## config.mk

```make
export PLATFORM = sky130hd
export DESIGN_NAME = fetch_buffer
export DESIGN_NICKNAME = d
export VERILOG_FILES = /design/src/rtl/fetch_buffer.sv
export SDC_FILE = /design/constraint.sdc
export NUM_CORES = 1
export LEC_CHECK = 0
export ABC_CLOCK_PERIOD_IN_PS = 4200
export CAP_MARGIN = 40
export CORE_ASPECT_RATIO = 0.5
export CORE_MARGIN = 5
export CORE_UTILIZATION = 59
export DETAILED_ROUTE_END_ITERATION = 10
export HOLD_SLACK_MARGIN = 0.03
export PLACE_DENSITY = 0.85
export SLEW_MARGIN = 20
export SYNTH_ARGS = -nofsm -noshare
export SYNTH_HDL_FRONTEND = slang
export SYNTH_SLANG_ARGS = --single-unit
```

## constraint.sdc

```tcl
create_clock -name clk -period 4.2 [get_ports clk]
set_input_delay 0.63 -clock clk [delete_from_list [all_inputs] [get_ports clk]]
set_output_delay 0.63 -clock clk [all_outputs]
set_load 0.05 [all_outputs]
```

## src/rtl/fetch_buffer.sv

```systemverilog
// Instruction queue between fetch and decode: a circular FIFO of {pc, instr}
// pairs whose registered occupancy drives the fetch-stage PC enable.
module fetch_buffer #(
  parameter int DEPTH = 4,
  parameter int CNT_W = 3
) (
  input  logic             clk,
  input  logic             rst,
  input  logic             in_valid,
  input  logic [31:0]      in_pc,
  input  logic [31:0]      in_instr,
  output logic             in_ready,
  output logic             out_valid,
  output logic [31:0]      out_pc,
  output logic [31:0]      out_instr,
  input  logic             out_ready,
  input  logic             flush,
  output logic [CNT_W-1:0] count
);

  localparam int          PTR_W = (DEPTH > 1) ? $clog2(DEPTH) : 1;
  localparam logic [31:0] NOP   = 32'h0000_0013;  // ADDI x0,x0,0

  typedef struct packed {
    logic [31:0] pc;
    logic [31:0] instr;
  } entry_t;

  entry_t           mem [DEPTH];
  logic [PTR_W-1:0] wr_ptr;
  logic [PTR_W-1:0] rd_ptr;
  logic [CNT_W-1:0] count_q;
  logic             push;
  logic             pop;
  entry_t           head;

  // Handshakes look only at registered occupancy, so a full buffer refuses a
  // push even when decode pops in the same cycle; this keeps out_ready off
  // the PC-enable path.
  assign in_ready  = (count_q != CNT_W'(DEPTH));
  assign out_valid = (count_q != '0);
  assign push      = in_valid  & in_ready  & ~flush;
  assign pop       = out_valid & out_ready & ~flush;
  assign count     = count_q;

  // NOTE: state registers use non-blocking assignments so every flop samples
  // the pre-edge values; blocking here would create order-dependent races.
  always_ff @(posedge clk) begin
    if (rst || flush) begin
      wr_ptr  <= '0;
      rd_ptr  <= '0;
      count_q <= '0;
    end else begin
      if (push) wr_ptr <= wr_ptr + 1'b1;
      if (pop)  rd_ptr <= rd_ptr + 1'b1;
      unique case ({push, pop})
        2'b10:   count_q <= count_q + 1'b1;
        2'b01:   count_q <= count_q - 1'b1;
        default: count_q <= count_q;
      endcase
    end
  end

  // NOTE: the storage array is deliberately left out of reset; occupancy and
  // pointers already define which entries are live, and unreset memory maps
  // cleanly onto RAM or plain flops without a reset tree.
  always_ff @(posedge clk) begin
    if (push) mem[wr_ptr] <= '{pc: in_pc, instr: in_instr};
  end

  assign head = mem[rd_ptr];

  // NOTE: every output of this block gets a default before the conditional,
  // so no path leaves it unassigned and no latch is inferred.
  always_comb begin
    out_pc    = '0;
    out_instr = NOP;
    if (out_valid) begin
      out_pc    = head.pc;
      out_instr = head.instr;
    end
  end

endmodule

```

# Word-level counts from Yosys, hierarchy flattened
# Memories as Yosys holds them, arrays and structs flattened. A register that Yosys moved wholly into a read port is not among the register bits.
# Index checks and enable logic that the tools add are counted.
dict set report totals {
  regBits 7
  ram_bits 256
  inputBits 69
  output_inout_bits 69
  elab_cells 26
  n_memories 1
}
# name words width rd rd_clocked_by_memory_dff write_ports line
set mem_list {}
lappend mem_list {mem 4 64 1 1 1 29} ;# entry_t mem [DEPTH];
dict set report classes {
  addsub 4
  n_eq_ne 3
  muxes 7
  bitwise_logic 5
  n_reduce_logical 3
}
# cell count
set ops {}
lappend ops {{2-to-1 mux 32 bit} 2}
lappend ops {{case mux 3 bit (2 select lines)} 1}
lappend ops {{adder 2 x 1 -> 2 bit (second input constant)} 2}
lappend ops {{bitwise AND 1 bit} 4}
lappend ops {{2-to-1 mux 2 bit} 2}
lappend ops {{adder 3 x 1 -> 3 bit (second input constant)} 1}
lappend ops {{!= test 3 bit (second input constant)} 1}
lappend ops {{nonzero test 3 bit} 1}
lappend ops {{subtractor 3 x 1 -> 3 bit (second input constant)} 1}
lappend ops {{equality test 2 x 1 -> 1 bit (second input constant)} 1}
lappend ops {{equality test 2 bit (second input constant)} 1}
lappend ops {{2-to-1 mux 1 bit} 2}
lappend ops {{nonzero test 2 bit} 1}
lappend ops {{logical OR 1 bit} 1}
lappend ops {{inverter 1 bit} 1}

# Logic depth before layout (Yosys ltp)
dict set report depth {
  depth_word 5
  mapped_depth 10
  ltp_nobuf 9
}

# Worst setup path after synthesis
# Ideal clock, no wire load.
dict set report synth_path {
  path_type {register to register}
  from {register count_q[0] (netlist: count[0])}
  to {memory mem[0][0] in the netlist's numbering, enable pin}
  setup_ns 0.429
  arrival_time_ns 2.668
  required_time_ns 3.771
  slack_ns 1.103
  stages_incl_launch_ff 4
  path_buffers 1
  cell_sequence {dfxtp_1 or3b_1 buf_6 and3_1}
}
dict set report synth_via {
  elab_chain_len 5
}
# item line
set synth_lines {}
lappend synth_lines {{start: declaration} 32} ;# logic [CNT_W-1:0] count_q;
lappend synth_lines {{start signal: assignment} 57} ;# 2'b10: count_q <= count_q + 1'b1;
lappend synth_lines {{start signal: assignment} 58} ;# 2'b01: count_q <= count_q - 1'b1;
lappend synth_lines {{start signal: assignment} 59} ;# default: count_q <= count_q;
lappend synth_lines {{!= test 3 bit} 40} ;# assign in_ready = (count_q != CNT_W'(DEPTH));
lappend synth_lines {{named net in_ready} 12} ;# output logic in_ready,
lappend synth_lines {{bitwise AND 1 bit (2 in a row)} 42} ;# assign push = in_valid & in_ready & ~flush;
lappend synth_lines {{2-to-1 mux 1 bit} 68} ;# if (push) mem[wr_ptr] <= '{pc: in_pc, instr: in_instr};
lappend synth_lines {{2-to-1 mux 1 bit (implied by the code)} 68}
lappend synth_lines {{end: declaration} 29}
# The timed path passes the listed nets, and every way through them passes these cells.

==> impl_metrics.py <==
metrics = {
    "outcome": {
        "status": "complete, no violations",
    },
    "sta": {
        "slew_headroom_pct": 58.92,
        "rsz0062_at_grt": "no",
        "clock-skew-final_ps": 5.527,
        "tightest_slew_ps": 616.2,
        "min_period_over_period_pct": 83.41,
        "hold_slack_ps": 484.5,
        "maxSlewViolCount": 0,
        "finalSetupViolCount": 0,
        "post-route-min-period_ps": 3503,
        "setup_tns_ps": 0,
        "hold_viol_final": 0,
        "max_freq_mhz": 285.5,
    },
    "setup_path": {
        "cp_max_fo": 59,
        "path_class": "register to output pin",
        "critPathLaunchType": "register",
        "cp-end-kind": "output pin",
        "required_ps": 3570,
        "critPathArrivalTime_ps": 2870,
    },
    "drt": {
        "wl_per_cell_um": 21.12,
        "first_iter_violations": 299,
        "drc": 0,
        "drt-vias-per-instance": 5.576,
        "firstDrtPassIters": 4,
        "vias": 4790,
        "drt_wl_total_um": 18140,
        "ant_nets": 0,
    },
    "clock_tree": {
        "cts_hold_buf": 0,
        "clk_latency_ps": 490,
        "clock_sinks": 265,
        "tritoncts": "done",
        "htreeDepth": 1,
        "cts_resized": 0,
        "cts_root_buf": "clkbuf_16",
        "clockBufferDepth": 3,
        "cts.clk_slew.worst_paths_ps": 60,
        "cts_buffers": 23,
        "post-cts-setup-buffers": 0,
    },
    "placement": {
        "gp_congestion": 0.7388,
        "io_buffers": 137,
        "dp_hpwl_um": 11310,
    },
    "logic_synthesis": {
        "netlist.area_leader.share_pct": 75.18,
        "synth.distinct_cells": 30,
        "avgSynthCellArea_um2": 22.18,
        "yosysWarnings": 0,
        "synthesis.nets": 536,
        "mappedNetlistArea_um2": 10220,
        "synthCells": 461,
        "ys_seq_elements": 265,
        "synthTopCellsByCount": "256 x edfxtp_1, 64 x mux4_2, 61 x and2_1",
        "seq_area_frac_synth_pct": 76.95,
        "synthMostInstantiatedCell": "edfxtp_1",
        "synth-edff-count": 256,
        "synthTopCellsByArea": "edfxtp_1 75%, mux4_2 14%, and2_1 3.7%",
        "synth_ff_type": "edfxtp_1",
        "synth_top_area_cell": "edfxtp_1",
        "synthArstFlopShare_pct": 0,
    },
    "final_layout": {
        "regArea_um2": 7875,
        "drive_gt1_share_pct": 18.88,
        "area_delta_synth_final_pct": 22.93,
        "num-fill-cells": 1041,
        "multi_input_area_um2": 2147,
        "fin_util_pct": 73.14,
        "num-nets-final": 686,
        "insertedDiodeCount": 0,
    },
    "pwr": {
        "switching_share_pct": 19.66,
        "pwr-share-clk_pct": 38.1,
        "pwr-share-seq_pct": 56.1,
        "switchingPower_w": 0.001032,
        "power_frac_comb_pct": 5.8,
        "intPower_w": 0.004218,
        "peakVddDrop_mv": 0.2747,
        "p_leak_nw": 3.947,
        "p_per_area_nw_per_um2": 417.7,
    },
    "global_route": {
        "grt_pass1_vias": 5082,
        "grt.overflow.total": 0,
        "antenna_found_initial": 0,
        "grt_max_degree": 60,
        "track_usage_pct": 18.44,
        "grt_pass1_wl_um": 28550,
    },
    "floorplan": {
        "pin_count": 138,
        "chipHeight_um": 103.1,
        "row_count": 34,
        "die_area_um2": 20220,
        "start_util_pct": 59.49,
        "core_um2": 17190,
        "dieWidth_um": 196.2,
    },
    "job": {
        "maxCapViolCount": 0,
    },
    "worst_hold_path": {
        "hp-class": "register to register",
    },
}
-- layer usage --
metal / wire length, um / global-route usage [%] / up-vias
li1: - / - / 2171
met1: 7443 / 25.05 / 2472
met2: 9463 / 32.64 / 121
met4: 324 / 3.753 / 0
met3: 908 / 3.167 / 26
met5: 0 / 0 / -
-- worst paths after layout --
kind	cells past startpoint	slack (ps)	endpoint	from
setup / recovery	4	700	out_instr[0]	register
setup reg to reg	9	1750	count[2]	count[2]
hold / removal	2	480	register	rd_ptr[1]
hold reg to reg	2	480	register	rd_ptr[1]
-- cells by family (layout without fill, tap and decap cells) --
logic type / after synthesis / count (layout) / share of synthesized area [%]
xor gates and xnor gates: 3 / 3 / 0.2570
muxes: 64 / 64 / 14.10
adders and majority gates: 6 / 6 / 0.8076
DFF: 265 / 265 / 76.95
AOI/OAI and AO/OA: 9 / 9 / 0.5629
and+or+nand+nor: 85 / 85 / 5.078
buffers and inverters: 29 / 193 / 2.252
-- power groups by stage --
stage | registers [W] | logic [W] | clock network (W)
floorplan | 0.00300 | 0.000155 | 0
global placement | 0.00300 | 0.000302 | 0
detailed placement | 0.00300 | 0.000307 | 0
CTS | 0.00294 | 0.000309 | 0.00204
global route | 0.00294 | 0.000325 | 0.00217
finish | 0.00294 | 0.000305 | 0.00200
-- flip-flops by register name, indices dropped and copies added, names as in the netlist, named ones only --
register	count
count	3
mem	256
rd_ptr	2
wr_ptr	2
-- layout make-up --
class,count,area share (%)
flip-flops and latches,265,62.65
multi-input cells,167,17.08
repair buffers,147,12.00
clock buffers,31,5.146
well taps,234,2.329
clock inverters,8,0.5773
inverters,7,0.2090
-- worst max-delay path, stage by stage, from the launching register on --
cell and delay, ps:
dfxtp_4 420, buf_12 420, mux4_2 560, or2_1 220, clkdlybuf4s50_1 720
-- metrics by stage --
| stage | power (W) | cell area, um^2 | setup slack [ps] | instances |
|---|---|---|---|---|
| global route | 0.005437 | 12570 | 531.3 | 859 |
| global placement | 0.003301 | 11850 | 1158 | 820 |
| finish | 0.005250 | 12570 | 696.9 | 859 |
| detailed placement | 0.003310 | 11850 | 1177 | 820 |
| floorplan | 0.003159 | 10220 | 1103 | 461 |
| CTS | 0.005294 | 12570 | 638.1 | 859 |
-- layout by cell type (no fill, tap or decap), drive strengths merged, types with 3 or more instances in the layout --
master / instances
nor2: 7
and2: 62
buf: 10
dfxtp: 9
mux4: 64
a21oi: 4
ha: 5
clkdlybuf4s50: 137
clkbuf: 31
inv: 8
xor2: 3
or2: 4
clkinv: 4
edfxtp: 256
and3: 4
Note: power is estimated with default switching activity, not from simulation.
